## src/rtl/mlab_fifo_pkg.sv

```systemverilog
// mlab_fifo_pkg
//   Shared definitions for the MLAB-based FIFO: default geometry, the
//   depth and count-width helpers, and the even-parity function used by
//   the optional parity column (macro MLAB_FIFO_PARITY_EN).
package mlab_fifo_pkg;

   localparam int DEF_WIDTH      = 20;
   localparam int DEF_ADDR_WIDTH = 5;

   // One extra count bit lets a count of DEPTH be told apart from 0.
   localparam int CNT_EXTRA_BITS = 1;

   function automatic int depth_of(input int addr_width);
      return 1 << addr_width;
   endfunction

   function automatic int cnt_width(input int addr_width);
      return addr_width + CNT_EXTRA_BITS;
   endfunction

   // Even parity: the returned bit makes the total number of ones even.
   function automatic logic even_parity(input logic [63:0] data);
      return ^data;
   endfunction

endpackage

```

## src/rtl/mlab_fifo_ram.sv

```systemverilog
// mlab_fifo_ram
//   Behavioural model of a WIDTH-column MLAB array: registered write port,
//   asynchronous read port. Used for simulation and inferred as MLAB.
//   Ports:
//     wclk       write clock
//     wena       write enable (sampled at wclk)
//     waddr_reg  write address (already registered by the caller)
//     wdata_reg  write data    (already registered by the caller)
//     raddr      read address, combinational
//     rdata      read data, combinational from raddr
module mlab_fifo_ram
   import mlab_fifo_pkg::*;
#(
   parameter int WIDTH      = DEF_WIDTH,
   parameter int ADDR_WIDTH = DEF_ADDR_WIDTH
) (
   input  logic                  wclk,
   input  logic                  wena,
   input  logic [ADDR_WIDTH-1:0] waddr_reg,
   input  logic [WIDTH-1:0]      wdata_reg,
   input  logic [ADDR_WIDTH-1:0] raddr,
   output logic [WIDTH-1:0]      rdata
);

   localparam int DEPTH = depth_of(ADDR_WIDTH);

   logic [WIDTH-1:0] mem [DEPTH];

   // NOTE: storage arrays get no reset; a reset would prevent mapping onto
   // MLAB cells, and the FIFO pointers already define which entries are live.
   always_ff @(posedge wclk) begin
      if (wena) begin
         mem[waddr_reg] <= wdata_reg;
      end
   end

   assign rdata = mem[raddr];

endmodule

```

## src/rtl/mlab_fifo.sv

```systemverilog
// mlab_fifo
//   Single-clock show-ahead FIFO on MLAB storage with valid/ready handshake
//   on both sides. Write path: accept -> write-stage register -> MLAB cell
//   one edge later. Read path: async MLAB read at rptr feeds a registered
//   output stage. Empty-FIFO latency is two edges from accept to dout_valid.
//   Optional: `define MLAB_FIFO_PARITY_EN adds an even-parity column,
//   rechecked on each output load; mismatches set sticky parity_err.
//   Ports:
//     clk         clock
//     sclr        synchronous active-high reset
//     din         write data
//     din_valid   write request
//     din_ready   room available (used_words < DEPTH)
//     dout        registered head word
//     dout_valid  head word present
//     dout_ready  consumer takes the head word
//     used_words  words held (write stage + RAM + output register)
//     parity_err  sticky parity error (0 when parity is not built)
module mlab_fifo
   import mlab_fifo_pkg::*;
#(
   parameter int WIDTH      = DEF_WIDTH,
   parameter int ADDR_WIDTH = DEF_ADDR_WIDTH
) (
   input  logic                  clk,
   input  logic                  sclr,
   input  logic [WIDTH-1:0]      din,
   input  logic                  din_valid,
   output logic                  din_ready,
   output logic [WIDTH-1:0]      dout,
   output logic                  dout_valid,
   input  logic                  dout_ready,
   output logic [ADDR_WIDTH:0]   used_words,
   output logic                  parity_err
);

   localparam int CNT_W = cnt_width(ADDR_WIDTH);
   localparam logic [CNT_W-1:0] DEPTH_C = CNT_W'(depth_of(ADDR_WIDTH));

`ifdef MLAB_FIFO_PARITY_EN
   localparam int RAM_W = WIDTH + 1;
`else
   localparam int RAM_W = WIDTH;
`endif

   logic [ADDR_WIDTH-1:0] wptr_q,  wptr_d;
   logic [ADDR_WIDTH-1:0] rptr_q,  rptr_d;
   logic                  wvalid_q, wvalid_d;
   logic [ADDR_WIDTH-1:0] waddr_q, waddr_d;
   logic [RAM_W-1:0]      wdata_q, wdata_d;
   logic [CNT_W-1:0]      cnt_q,   cnt_d;    // committed words in the RAM
   logic [CNT_W-1:0]      used_q,  used_d;
   logic [WIDTH-1:0]      dout_q,  dout_d;
   logic                  dval_q,  dval_d;
   logic [RAM_W-1:0]      rdata;

   logic wr_acc;
   logic rd_acc;
   logic load;

   assign din_ready = (used_q != DEPTH_C);
   assign wr_acc    = din_valid & din_ready;
   assign rd_acc    = dval_q & dout_ready;
   // Only committed words are read, so the read address never collides
   // with the pending write address.
   assign load      = (!dval_q || dout_ready) && (cnt_q != '0);

`ifdef MLAB_FIFO_PARITY_EN
   logic pchk_q, pchk_d;   // mismatch seen on the load just made
   logic perr_q, perr_d;
`endif

   // NOTE: every signal driven here is given a default first, so no path
   // leaves one unassigned and no latch is inferred.
   always_comb begin
      wptr_d   = wptr_q;
      rptr_d   = rptr_q;
      waddr_d  = waddr_q;
      wdata_d  = wdata_q;
      dout_d   = dout_q;
      dval_d   = dval_q;
      wvalid_d = wr_acc;

      if (wr_acc) begin
         waddr_d = wptr_q;
         wptr_d  = wptr_q + 1'b1;
`ifdef MLAB_FIFO_PARITY_EN
         wdata_d = {even_parity(64'(din)), din};
`else
         wdata_d = din;
`endif
      end

      if (load) begin
         dout_d = rdata[WIDTH-1:0];
         dval_d = 1'b1;
         rptr_d = rptr_q + 1'b1;
      end else if (rd_acc) begin
         dval_d = 1'b0;
      end

      // The write stage commits one word per edge; each load consumes one.
      cnt_d  = cnt_q + {{ADDR_WIDTH{1'b0}}, wvalid_q} - {{ADDR_WIDTH{1'b0}}, load};
      used_d = used_q + {{ADDR_WIDTH{1'b0}}, wr_acc} - {{ADDR_WIDTH{1'b0}}, rd_acc};

`ifdef MLAB_FIFO_PARITY_EN
      pchk_d = load && (even_parity(64'(rdata[WIDTH-1:0])) != rdata[WIDTH]);
      perr_d = perr_q | pchk_q;
`endif
   end

   // NOTE: state registers use non-blocking assignment so every flop samples
   // the pre-edge values, independent of statement order.
   always_ff @(posedge clk) begin
      if (sclr) begin
         wptr_q   <= '0;
         rptr_q   <= '0;
         wvalid_q <= 1'b0;
         cnt_q    <= '0;
         used_q   <= '0;
         dout_q   <= '0;
         dval_q   <= 1'b0;
      end else begin
         wptr_q   <= wptr_d;
         rptr_q   <= rptr_d;
         wvalid_q <= wvalid_d;
         cnt_q    <= cnt_d;
         used_q   <= used_d;
         dout_q   <= dout_d;
         dval_q   <= dval_d;
      end
      // Write-stage data is qualified by wvalid_q and needs no reset.
      waddr_q <= waddr_d;
      wdata_q <= wdata_d;
   end

`ifdef MLAB_FIFO_PARITY_EN
   always_ff @(posedge clk) begin
      if (sclr) begin
         pchk_q <= 1'b0;
         perr_q <= 1'b0;
      end else begin
         pchk_q <= pchk_d;
         perr_q <= perr_d;
      end
   end
   assign parity_err = perr_q;
`else
   assign parity_err = 1'b0;
`endif

   mlab_fifo_ram #(
      .WIDTH      (RAM_W),
      .ADDR_WIDTH (ADDR_WIDTH)
   ) u_ram (
      .wclk      (clk),
      .wena      (wvalid_q),
      .waddr_reg (waddr_q),
      .wdata_reg (wdata_q),
      .raddr     (rptr_q),
      .rdata     (rdata)
   );

   assign dout       = dout_q;
   assign dout_valid = dval_q;
   assign used_words = used_q;

endmodule

```

## config.mk

```make
export PLATFORM = sky130hd
export DESIGN_NAME = mlab_fifo
export DESIGN_NICKNAME = d
export VERILOG_FILES = /design/src/rtl/mlab_fifo_pkg.sv /design/src/rtl/mlab_fifo_ram.sv /design/src/rtl/mlab_fifo.sv
export SDC_FILE = /design/constraint.sdc
export NUM_CORES = 1
export LEC_CHECK = 0
export ABC_AREA = 1
export CORE_ASPECT_RATIO = 1.1
export CORE_MARGIN = 10
export CORE_UTILIZATION = 55
export CTS_BUF_LIST = sky130_fd_sc_hd__clkbuf_8
export CTS_CLUSTER_DIAMETER = 50
export DETAILED_ROUTE_END_ITERATION = 8
export DONT_BUFFER_PORTS = 1
export PLACE_DENSITY = 0.75
export SLEW_MARGIN = 20
export SYNTH_ARGS = -nofsm -noshare
export SYNTH_HDL_FRONTEND = slang
export SYNTH_HIERARCHICAL = 1
export SYNTH_SLANG_ARGS = --single-unit
```

## constraint.sdc

```tcl
create_clock -name clk -period 3.8 [get_ports clk]
set_input_delay 0.19 -clock clk [delete_from_list [all_inputs] [get_ports clk]]
set_output_delay 0.19 -clock clk [all_outputs]
set_load 0.02 [all_outputs]
```

# == Word-level counts from Yosys, hierarchy flattened ==
# Memories as Yosys holds them, arrays and structs flattened. A register that Yosys moved wholly into a read port is not among the register bits.
# Cells that the tools add are included.
# word_totals
out_inout_bits,29
latchBits,0
ram_bits,640
elab_cells,27
reg_bits,49
mem_count,1
rom_bits,0
# mem_list
memory,words,word_bits,rd,rd_clocked_by_memory_dff,wr,line_no,rtl
u_ram.mem,32,20,1,1,1,mlab_fifo_ram.sv:27,logic [WIDTH-1:0] mem [DEPTH];
# op_classes
n_div,0
n_eq_ne,1
reduce_logical,5
magnitude_cmp,0
n_shift,0
multipliers,0
mux,4
n_addsub,6
n_bitwise,2
# op_table
cell,count
adder 6 x 1 -> 6 bit,2
subtractor 6 x 1 -> 6 bit,2
adder 5 x 1 -> 5 bit (second input constant),2
!= test 6 bit (second input constant),1
nonzero test 6 bit,1
two-way mux 1 bit,4
AND 1 bit,2
nonzero test 2 bit,1
logical AND 1 bit,1
zero test 1 bit,1
logical OR 1 bit,1

# == Logic depth before layout (Yosys ltp) ==
# Gate-level depths: netlist (run 1).
# depth
word_depth,4
ltp_mapped,18
depth_no_buf,17

# == Cells and area by module ==
# Netlist (run 1), hierarchy kept.
# modules_own_cells
module,seq_area_each_um2,cells_each,area_each_um2,n_inst
mlab_fifo_ram,19218.4,2210,26118.8,1
mlab_fifo,1631.6,315,3002.9,1

# == Least setup slack after synthesis (run 1) ==
# Ideal clock, no wire load.
# synth_timing
kind,flip-flop to flip-flop
from,"register used_q[2], in the netlist used_words[2]"
to,"register used_q[4], in the netlist used_words[4]"
period_less_slack_ns,2.481
arrival_ns,2.366
required_ns,3.685
setup_slack_ns,1.319
path_stages_with_launch,16
cell_sequence,dfxtp_1 > inv_1 > ha_1 > nand2_1 > inv_1 > nand2_1 > nand2_2 > ha_1 > inv_1 > ha_1 > inv_1 > fa_1 > inv_1 > nand3_1 > a21oi_1 > nor2_1
# synth_between
elab_chain_len,4
# synth_lines
element,line_no,rtl
from (decl),mlab_fifo.sv:52,"logic [CNT_W-1:0] used_q, used_d;"
from (signal assigned),mlab_fifo.sv:128,used_q <= used_d;
!= test 6 bit,mlab_fifo.sv:61,assign din_ready = (used_q != DEPTH_C);
named net din_ready,mlab_fifo.sv:29,"output logic din_ready,"
AND 1 bit,mlab_fifo.sv:62,assign wr_acc = din_valid & din_ready;
adder 6 x 1 -> 6 bit,mlab_fifo.sv:104,"used_d = used_q + {{ADDR_WIDTH{1'b0}}, wr_acc} - {{ADDR_WIDTH{1'b0}}, rd_acc};"
subtractor 6 x 1 -> 6 bit,mlab_fifo.sv:104,
# The timed path passes the listed nets, and every way through them passes these cells.
# A chain may end at the register's enable or synchronous reset.

# == Worst setup path in the final report (run 1) ==
# Ends and elaborated chain as after synthesis.

==> results.toml, run 1 <==
[timing]
whs_ps = 37.7
tightest_slew_ps = 1130
worst_slack_ps = 984
fmax_mhz = 355
drv_slew = 0
fin_setup_tns_ps = 0
fin_crit_sh_pct = 74.1
post-route-min-period_ps = 2820
setup_viol = 0
slew_headroom_pct = 24.6
hold_viol = 0
final.setup_skew_ps = 27.3
rsz0062_at_grt = "no"

[floorplanning]
die_w_um = 239
die_y_um = 261
num_rows = 88
fp.coreArea_um2 = 52400
start_util_pct = 55.6
io_pins = 53
die-area_um2 = 62600

[outcome]
outcome = "complete, no violations"

[layout]
drive_gt1_share_pct = 10.1
nets = 2616
syn_to_final_growth_pct = 9.54
multi_input_area_um2 = 7140
fin_util_pct = 60.9
seq_area_um2 = 20900
fin_cells = 3337
fill_cells = 3905

[synth]
syn_nets = 2569
yosysSeqAreaShare_pct = 71.6
synth_cell_types = 31
synth_area_um2 = 29100
syn_inst = 2525
syn_avg_cell_area_um2 = 11.5
yosysWarnings = 6
ys_seq_elements = 709

[global_routing]
antenna_found_initial = 0
grt_overflow_total = 0
grt_pass1_wl_um = 103000
grt_max_degree = 164
grt_pass1_vias = 18500
grt_util_all_layers_pct = 21.2

[setup_path]
critPathArrivalTime_ps = 3390
critPathKind = "flop to flop"
critPathTopFamily = "adder cells"
cpPeakStageDelay_ps = 480
cp.required_ps = 4370
end_kind = "flop"
path_cells = "inv_1, ha_1, nand2_1, inv_1, nand2_1, nand2_2, ha_1, inv_1, ha_1, inv_1, fa_1, inv_1, nand3_1, a21oi_1, nor2_1"
cp.buffers_inverters = 5
crit_slowest_cell = "dfxtp_1"
path_common_cell = "inv_1"
path_max_fanout = 7
start_kind = "flop"

[detailed_routing]
vias = 19100
viasPerCell = 5.72
drtAntennaViolNets = 0
drt_iter0_markers = 2213
postRouteWirelength_um = 66700
wl_per_cell_um = 20.0
first_pass_iters = 6
drc = 0

[clock_network]
clk_pin_slew_ps = 60
cts_buffer_depth = 3
postCtsSetupBuffers = 0
cts_tree = "built"
htreeDepth = 3
cts_resized = 0
root_buffer = "clkbuf_8"
cts_hold_buffers = 24
cts_buffers = 106
clock_latency_ps = 710
cts_sinks = 709

[place]
dp_cells = 3108
hpwl_um = 36200
place.gp.congestion = 0.840
pre_cts_slack_ps = 1030
portBuffers = 0

[power_and_ir_drop]
leakagePower_nw = 11.9
p_per_area_nw_per_um2 = 664
ir_drop_mv = 0.506

[run]
maxCapViolCount = 0

[hold_path]
holdCritPathClass = "primary input to flop"
## area by class of cell
class | count | area share (%)
antenna | 1 | 0.00784
clock inverter | 83 | 1.27
clock buffer | 114 | 4.92
multi-input combinational | 1617 | 22.4
sequential | 709 | 65.4
inverter | 54 | 0.690
timing repair buffer | 84 | 2.68
tap | 675 | 2.65
## per-stage QoR
step	total power, mW	area [um^2]
6_report	21.2	31900
5_1_grt	22.4	31900
4_1_cts	21.2	31800
3_5_place_dp	15.5	29600
3_3_place_gp	15.3	29600
2_1_floorplan	14.1	29100
## cell usage in the layout, fill, tap and decap left out, types with 2 or more instances in the layout
cell type      Yosys  routed
nand3_1          504     504
clkinv_2           0      15
bufinv_16          0       2
nor2_4             2       2
clkinvlp_4         0       2
edfxtp_1         665     665
o21ai_1           14      14
nor2_2            20      52
dlygate4sd3_1      0      24
ha_1              18      18
and2_1             2       2
buf_4             25      45
fa_1               2       2
nor2_1            84      52
nand2_2            4       4
buf_12             3       8
buf_8              2       6
dfxtp_4            0       3
a21oi_2            2       2
clkinv_1           0      30
o21ai_0           13      13
xor2_1             2       2
a21oi_1           12      12
inv_6              1       3
inv_2              5       4
nand4_1            2       2
dfxtp_1           44      40
clkbuf_8           0     114
nand2_1          934     934
inv_1             47      78
inv_8              1       2
## cell usage after synthesis (all sizes together)
library cell	instances	area share [%]
dfxtp	44	3.0
inv	54	0.74
nand4	2	0.043
a21oi	14	0.27
conb	1	0.013
xor2	2	0.060
clkbuf	16	0.22
buf	129	3.2
and2	2	0.043
ha	18	0.77
fa	2	0.14
nand2	939	12
o21ai	27	0.46
nor2	106	1.6
nand3	504	8.7
edfxtp	665	69
## layer usage
layer / track usage [%] / routed length (um) / vias up
li1: - / - / 8832
met1: 27.3 / 26100 / 9231
met2: 35.4 / 32900 / 924
met3: 3.61 / 5990 / 116
met4: 8.44 / 1640 / 0
met5: 0 / 0 / -
## cells by family after synthesis
kind of cell	after synthesis	synth area share (%)
xor gates and xnor gates	2	0.0602
other	1	0.0129
AOI/OAI and AO/OA	41	0.730
and+or+nand+nor	1553	22.5
adders and majority gates	20	0.911
buffers and inverters	199	4.16
DFF	709	71.6
## worst paths after layout
| path | start | endpoint | slack (ps) | cells after the start |
|---|---|---|---|---|
| max reg2reg | used_words[2] | used_words[4] | 980 | 15 |
| max | used_words[2] | used_words[4] | 980 | 15 |
| min | dout_ready | used_words[1] | 40 | 5 |
| min reg2reg | wptr_q[1] | waddr_q[1] | 490 | 0 |
## worst min-delay path: stages
cell and delay, ps:
nand2_1 30, inv_1 60, ha_1 190, fa_1 180
nor2_1 40
## where the power goes
group	internal [mW]	switching [mW]	leakage [nW]
clock	2.90	2.82	1.13
sequential	9.05	0.667	6.37
combinational	1.75	4.00	4.40
total	13.7	7.49	11.9
## registers in the layout, indices dropped and copies added (netlist names)
signal and flops:
waddr_q 5, used_words 6, dout_valid 1, u_ram/mem 640, cnt_q 6, rptr_q 5
wptr_q 5, wdata_q 20, wvalid_q 1, dout 20
(Power assumes the default switching activity.)
==> run 2, diff against run 1 <==
--- a/config.mk
+++ b/config.mk
@@ -5,7 +5,7 @@
 export SDC_FILE = /design/constraint.sdc
 export NUM_CORES = 1
 export LEC_CHECK = 0
-export ABC_AREA = 1
+export ABC_AREA = 0
 export CORE_ASPECT_RATIO = 1.1
 export CORE_MARGIN = 10
 export CORE_UTILIZATION = 55
==> constraint.sdc (replaced) <==
create_clock -name clk -period 2.89 [get_ports clk]
set_input_delay 0.1445 -clock clk [delete_from_list [all_inputs] [get_ports clk]]
set_output_delay 0.1445 -clock clk [all_outputs]
set_load 0.02 [all_outputs]
==> results.toml, run 2 <==
[outcome]
outcome = "complete, no violations"

[setup_path]
r2r_cells = 14
cp.required_ps = 3430
r2r_setup_slack_ps = 200
critPathKind = "flop to flop"
end_kind = "flop"
path_max_fanout = 4
cpPeakStageDelay_ps = 430
path_cells = "inv_1, ha_1, and4bb_4, or2_1, inv_2, ha_1, inv_1, ha_1, inv_1, fa_1, nand2b_1, a21oi_1, o21a_1, nor3_1"
reg2reg_from = "cnt_q[3]"
crit_slowest_cell = "fa_1"
start_kind = "flop"
worstReg2RegEnd = "cnt_q[4]"
critPathArrivalTime_ps = 3230

[timing]
hold_viol = 0
drv_slew = 0
setup_viol = 0
fin_setup_tns_ps = 0
slew_headroom_pct = 24.2
post-route-min-period_ps = 2690
tightest_slew_ps = 1140
whs_ps = 72.0
rsz0062_at_grt = "no"
fmax_mhz = 371
final.setup_skew_ps = 39.6
fin_crit_sh_pct = 93.1
worst_slack_ps = 198

[place]
placed_cell_area_um2 = 29100
hpwl_um = 36300
pre_cts_slack_ps = 147
dp_cells = 2322
place.gp.congestion = 0.791
portBuffers = 0

[power_and_ir_drop]
p_clk_share_pct = 26.9
swShare_pct = 31.6
ir_drop_mv = 0.863
leakagePower_nw = 10.6
power.internal_mw = 18.4
p_seq_share_pct = 46.4
p_per_area_nw_per_um2 = 860
power_frac_comb_pct = 26.8
p_switching_mw = 8.50
p_total_mw = 26.9

[clock_network]
cts_sinks = 709
root_buffer = "clkbuf_8"
cts_tree = "built"
cts_buffer_depth = 3
clk_pin_slew_ps = 70
htreeDepth = 3
clock_latency_ps = 690
cts_buffers = 103

[global_routing]
antenna_found_initial = 0
grt_pass1_wl_um = 95600
grt_overflow_total = 0
grt_max_degree = 76
grt_util_all_layers_pct = 20.7
grt_pass1_vias = 15700

[detailed_routing]
first_pass_iters = 5
postRouteWirelength_um = 63700
viasPerCell = 6.06
drc = 0
wl_per_cell_um = 25.0
drtAntennaViolNets = 0
drt_iter0_markers = 1462
vias = 15400

[synth]
synth_edf_count = 665
yosysSeqAreaShare_pct = 74.6
synthSimpleGateAreaFrac_pct = 4.50
synth_top_family_by_area = "multiplexers"
synth_top_cell_area_share_pct = 71.5
synth_most_common_cell = "edfxtp_1"
synth_area_um2 = 27900
syn_avg_cell_area_um2 = 16.8
yosysTopAreaCell = "edfxtp_1"
synth_cell_types = 47
postSynth.asyncResetShare_pct = 0
netlist_top_cells_count = "edfxtp_1, mux2i_1, nand2_1"
synth_compound_area_share_pct = 5.39
synth_xor_area_share_pct = 0.282
synth.area.mux_share_pct = 11.5
yosys_most_used_dff = "edfxtp_1"
yosysWarnings = 6
synth_fa_ha_area_share_pct = 0.949
synthTopCellsByArea = "edfxtp_1, mux2i_1, dfxtp_1"
syn_nets = 1705
syn_inst = 1661
ys_seq_elements = 709

[hold_path]
min_from = "din[7]"
holdCritPathClass = "primary input to flop"
hold_end = "wdata_q[7]"
whs_path_depth = 1

[floorplanning]
start_util_pct = 55.7
die_w_um = 235
num_rows = 86
die-area_um2 = 60200
die_y_um = 256
fp.coreArea_um2 = 50100
io_pins = 53

[layout]
finalInstanceArea_um2 = 31300
antennaDiodeCount = 0
syn_to_final_growth_pct = 11.9
drive_gt1_share_pct = 14.2
largest_register_ffs = 640
layout_commonest_cell = "edfxtp_1"
fill_cells = 3545
regMostFlops = "u_ram/mem"
seq_area_um2 = 20900
nets = 1841
final_cell_mix = "edfxtp_1, mux2i_1, clkbuf_8, nand2_1, buf_4"
fin_cells = 2545
multi_input_area_um2 = 6430
fin_util_pct = 62.4

[run]
maxCapViolCount = 0
[run 2: changes by cell type in the layout (fill, tap and decap cells not counted), sizes merged, moves of 40 or more]
cell / previous run / this run
buf: 60 / 100
nand3: 504 / 47
a21oi: 14 / 70
nor2: 106 / 46
a22o: 0 / 40
mux2i: 0 / 321
nand2: 939 / 87
a22oi: 0 / 80
[run 2: metal layers]
| metal | wire (um) | track usage, % | vias to the layer above |
|---|---|---|---|
| met5 | 0 | 0 | - |
| met2 | 31100 | 33.7 | 752 |
| li1 | - | - | 6778 |
| met4 | 2180 | 9.06 | 0 |
| met1 | 24600 | 26.4 | 7780 |
| met3 | 5740 | 4.44 | 116 |
[run 2: cells by family after synthesis]
logic type / count (synthesis)
DFF: 709
muxes: 321
and+or+nand+nor: 263
AOI/OAI and AO/OA: 222
buffers and inverters: 116
adders and majority gates: 20
xor gates and xnor gates: 9
other: 1
[run 2: layout make-up]
cell class	instances	share of cell area (%)
well taps	660	2.64
multi-input cells	836	20.6
flip-flops and latches	709	66.7
repair buffers	124	3.85
clock inverters	86	1.29
inverters	23	0.276
clock buffers	107	4.71
[run 2: worst max-delay path by stage]
stage / startpoint / to / slack (ps) / cells after the start
after floorplan: cnt_q[2] / cnt_q[4] / 110 / 16
final: cnt_q[3] / cnt_q[4] / 200 / 14
after detailed placement: used_words[4] / used_words[4] / 150 / 15
after global placement: used_words[4] / used_words[4] / 300 / 15
after global routing: cnt_q[3] / cnt_q[4] / 30 / 14
after CTS: used_words[4] / used_words[4] / 120 / 15
[run 2: repair_timing]
item	CTS	global route
endpoints found under the hold margin	64	0
setup endpoints to repair	0	3
resized for setup	0	1
hold buffers	25	0
setup buffers	0	0
[run 2: critical path: cells and delay by family, from the launching register on]
family / cells / cell delay, ps
flops: 1 / 350
simple gates: 4 / 680
fa+ha+maj: 4 / 970
compound gates: 2 / 330
buf+inv: 4 / 240
[run 2: power by group through the flow]
stage               Clock [mW]  Combinational [mW]  Sequential [mW]
global placement             0                6.83             12.7
finish                    7.23                7.20             12.5
detailed placement           0                7.01             12.7
global route              7.82                7.67             12.5
CTS                       7.32                7.08             12.5
floorplan                    0                5.13             12.6
==> run 3, diff against run 2 <==
--- a/config.mk
+++ b/config.mk
@@ -8,12 +8,12 @@
 export ABC_AREA = 0
 export CORE_ASPECT_RATIO = 1.1
 export CORE_MARGIN = 10
-export CORE_UTILIZATION = 55
+export CORE_UTILIZATION = 25
 export CTS_BUF_LIST = sky130_fd_sc_hd__clkbuf_8
 export CTS_CLUSTER_DIAMETER = 50
 export DETAILED_ROUTE_END_ITERATION = 8
 export DONT_BUFFER_PORTS = 1
-export PLACE_DENSITY = 0.75
+export PLACE_DENSITY = 0.43
 export SLEW_MARGIN = 20
 export SYNTH_ARGS = -nofsm -noshare
 export SYNTH_HDL_FRONTEND = slang
==> results.toml, run 3 (synthesis gave the netlist of run 2 again) <==
[timing]
fin_setup_tns_ps = 0
drv_slew = 0
whs_ps = 233
hold_viol = 0
fin_crit_sh_pct = 95.2
final.setup_skew_ps = 27.6
post-route-min-period_ps = 2750
fmax_mhz = 364
setup_viol = 0
slew_headroom_pct = 33.7
rsz0062_at_grt = "no"
worst_slack_ps = 140
tightest_slew_ps = 994

[setup_path]
critPathArrivalTime_ps = 3390
cp.required_ps = 3530
critPathKind = "flop to flop"
path_max_fanout = 5
path_cells = "inv_1, ha_1, nand2_1, nor3_2, inv_1, nand2_1, ha_1, inv_1, ha_1, inv_1, fa_1, nor2_1, dlygate4sd3_1"
path_common_cell = "inv_1"
end_kind = "flop"
r2r_cells = 13
r2r_setup_slack_ps = 140
crit_slowest_cell = "dlygate4sd3_1"
cpPeakStageDelay_ps = 560
start_kind = "flop"

[layout]
final_cell_mix = "edfxtp_1, mux2i_1, clkbuf_8, buf_4, nand2_1"
regMostFlops = "u_ram/mem"
syn_to_final_growth_pct = 19.1
drive_gt1_share_pct = 17.0
largest_register_ffs = 640
fin_cells = 3461
finalInstanceArea_um2 = 33300
layout_commonest_cell = "edfxtp_1"
nets = 1911
fin_util_pct = 30.0

[floorplanning]
die_w_um = 339
num_rows = 128
fp.coreArea_um2 = 111000
die-area_um2 = 126000
start_util_pct = 25.2
die_y_um = 371
io_pins = 53

[detailed_routing]
drc = 0
viasPerCell = 4.40
postRouteWirelength_um = 74100
vias = 15200
first_pass_iters = 5
drtAntennaViolNets = 0
drt_iter0_markers = 1097
wl_per_cell_um = 21.4

[power_and_ir_drop]
ir_drop_mv = 0.483
p_total_mw = 28.8
p_per_area_nw_per_um2 = 865
leakagePower_nw = 11.1

[global_routing]
grt_most_used_layer = "met2"
grt_util_all_layers_pct = 11.6
antenna_found_initial = 3
grt_max_degree = 104
grt_pass1_wl_um = 107000
grt_util_met3_pct = 2.61
grtUsageMet1_pct = 14.5
met2_usage_pct = 19.5
grt_overflow_total = 0
grt_pass1_vias = 15900

[clock_network]
cts_buffer_depth = 3
htreeDepth = 4
clock_latency_ps = 770
root_buffer = "clkbuf_8"
clk_pin_slew_ps = 60
cts_sinks = 709
postCtsSetupBuffers = 0
cts_tree = "built"
cts_buffers = 132

[hold_path]
whs_path_depth = 3
holdCritPathClass = "primary input to flop"

[place]
dp_cells = 3181
placed_cell_area_um2 = 30400
pre_cts_slack_ps = 193
hpwl_um = 43300
place.gp.congestion = 0.733
portBuffers = 0

[run]
maxCapViolCount = 0

[outcome]
outcome = "complete, no violations"
[run 3: per-layer routing]
metal	share of wire, %	vias up
li1	-	6926
met1	44	7825
met2	49	361
met3	4.9	112
met4	2.1	0
met5	0	-
[run 3: final cells by class]
cell class	count	area, um^2
multi-input combinational	836	6440
tap	1495	1870
sequential	709	20900
clock inverter	91	485
antenna	1	2.50
clock buffer	141	1940
inverter	23	86.3
timing repair buffer	165	1620
fill	11100	77500
[run 3: path summary, 6_finish.rpt]
| check | start | endpoint |
|---|---|---|
| setup / recovery | used_words[4] | used_words[1] |
| hold / removal | din_valid | wptr_q[1] |
| setup reg to reg | used_words[4] | used_words[1] |
| hold reg to reg | wptr_q[3] | waddr_q[3] |
[run 3: report_power, final]
part           leakage (nW)  internal (mW)  switching [mW]
clock                  1.41           4.77            4.12
combinational          3.34           3.00            4.50
sequential             6.37           11.9           0.505
[run 3: repair_timing]
| action | 4_1_cts | 5_1_grt |
|---|---|---|
| hold buffers | 45 | 0 |
| resized for setup | 0 | 2 |
| endpoints found under the hold margin | 64 | 0 |
| setup endpoints to repair | 0 | 2 |
[run 3: worst max-delay path: cells and delay by family, from the launching register on]
family                   cells  cell delay [ps]
adder cells (fa/ha/maj)      4             1030
buffers and inverters        5              850
AND/OR/NAND/NOR              4              440
flip-flops                   1              310
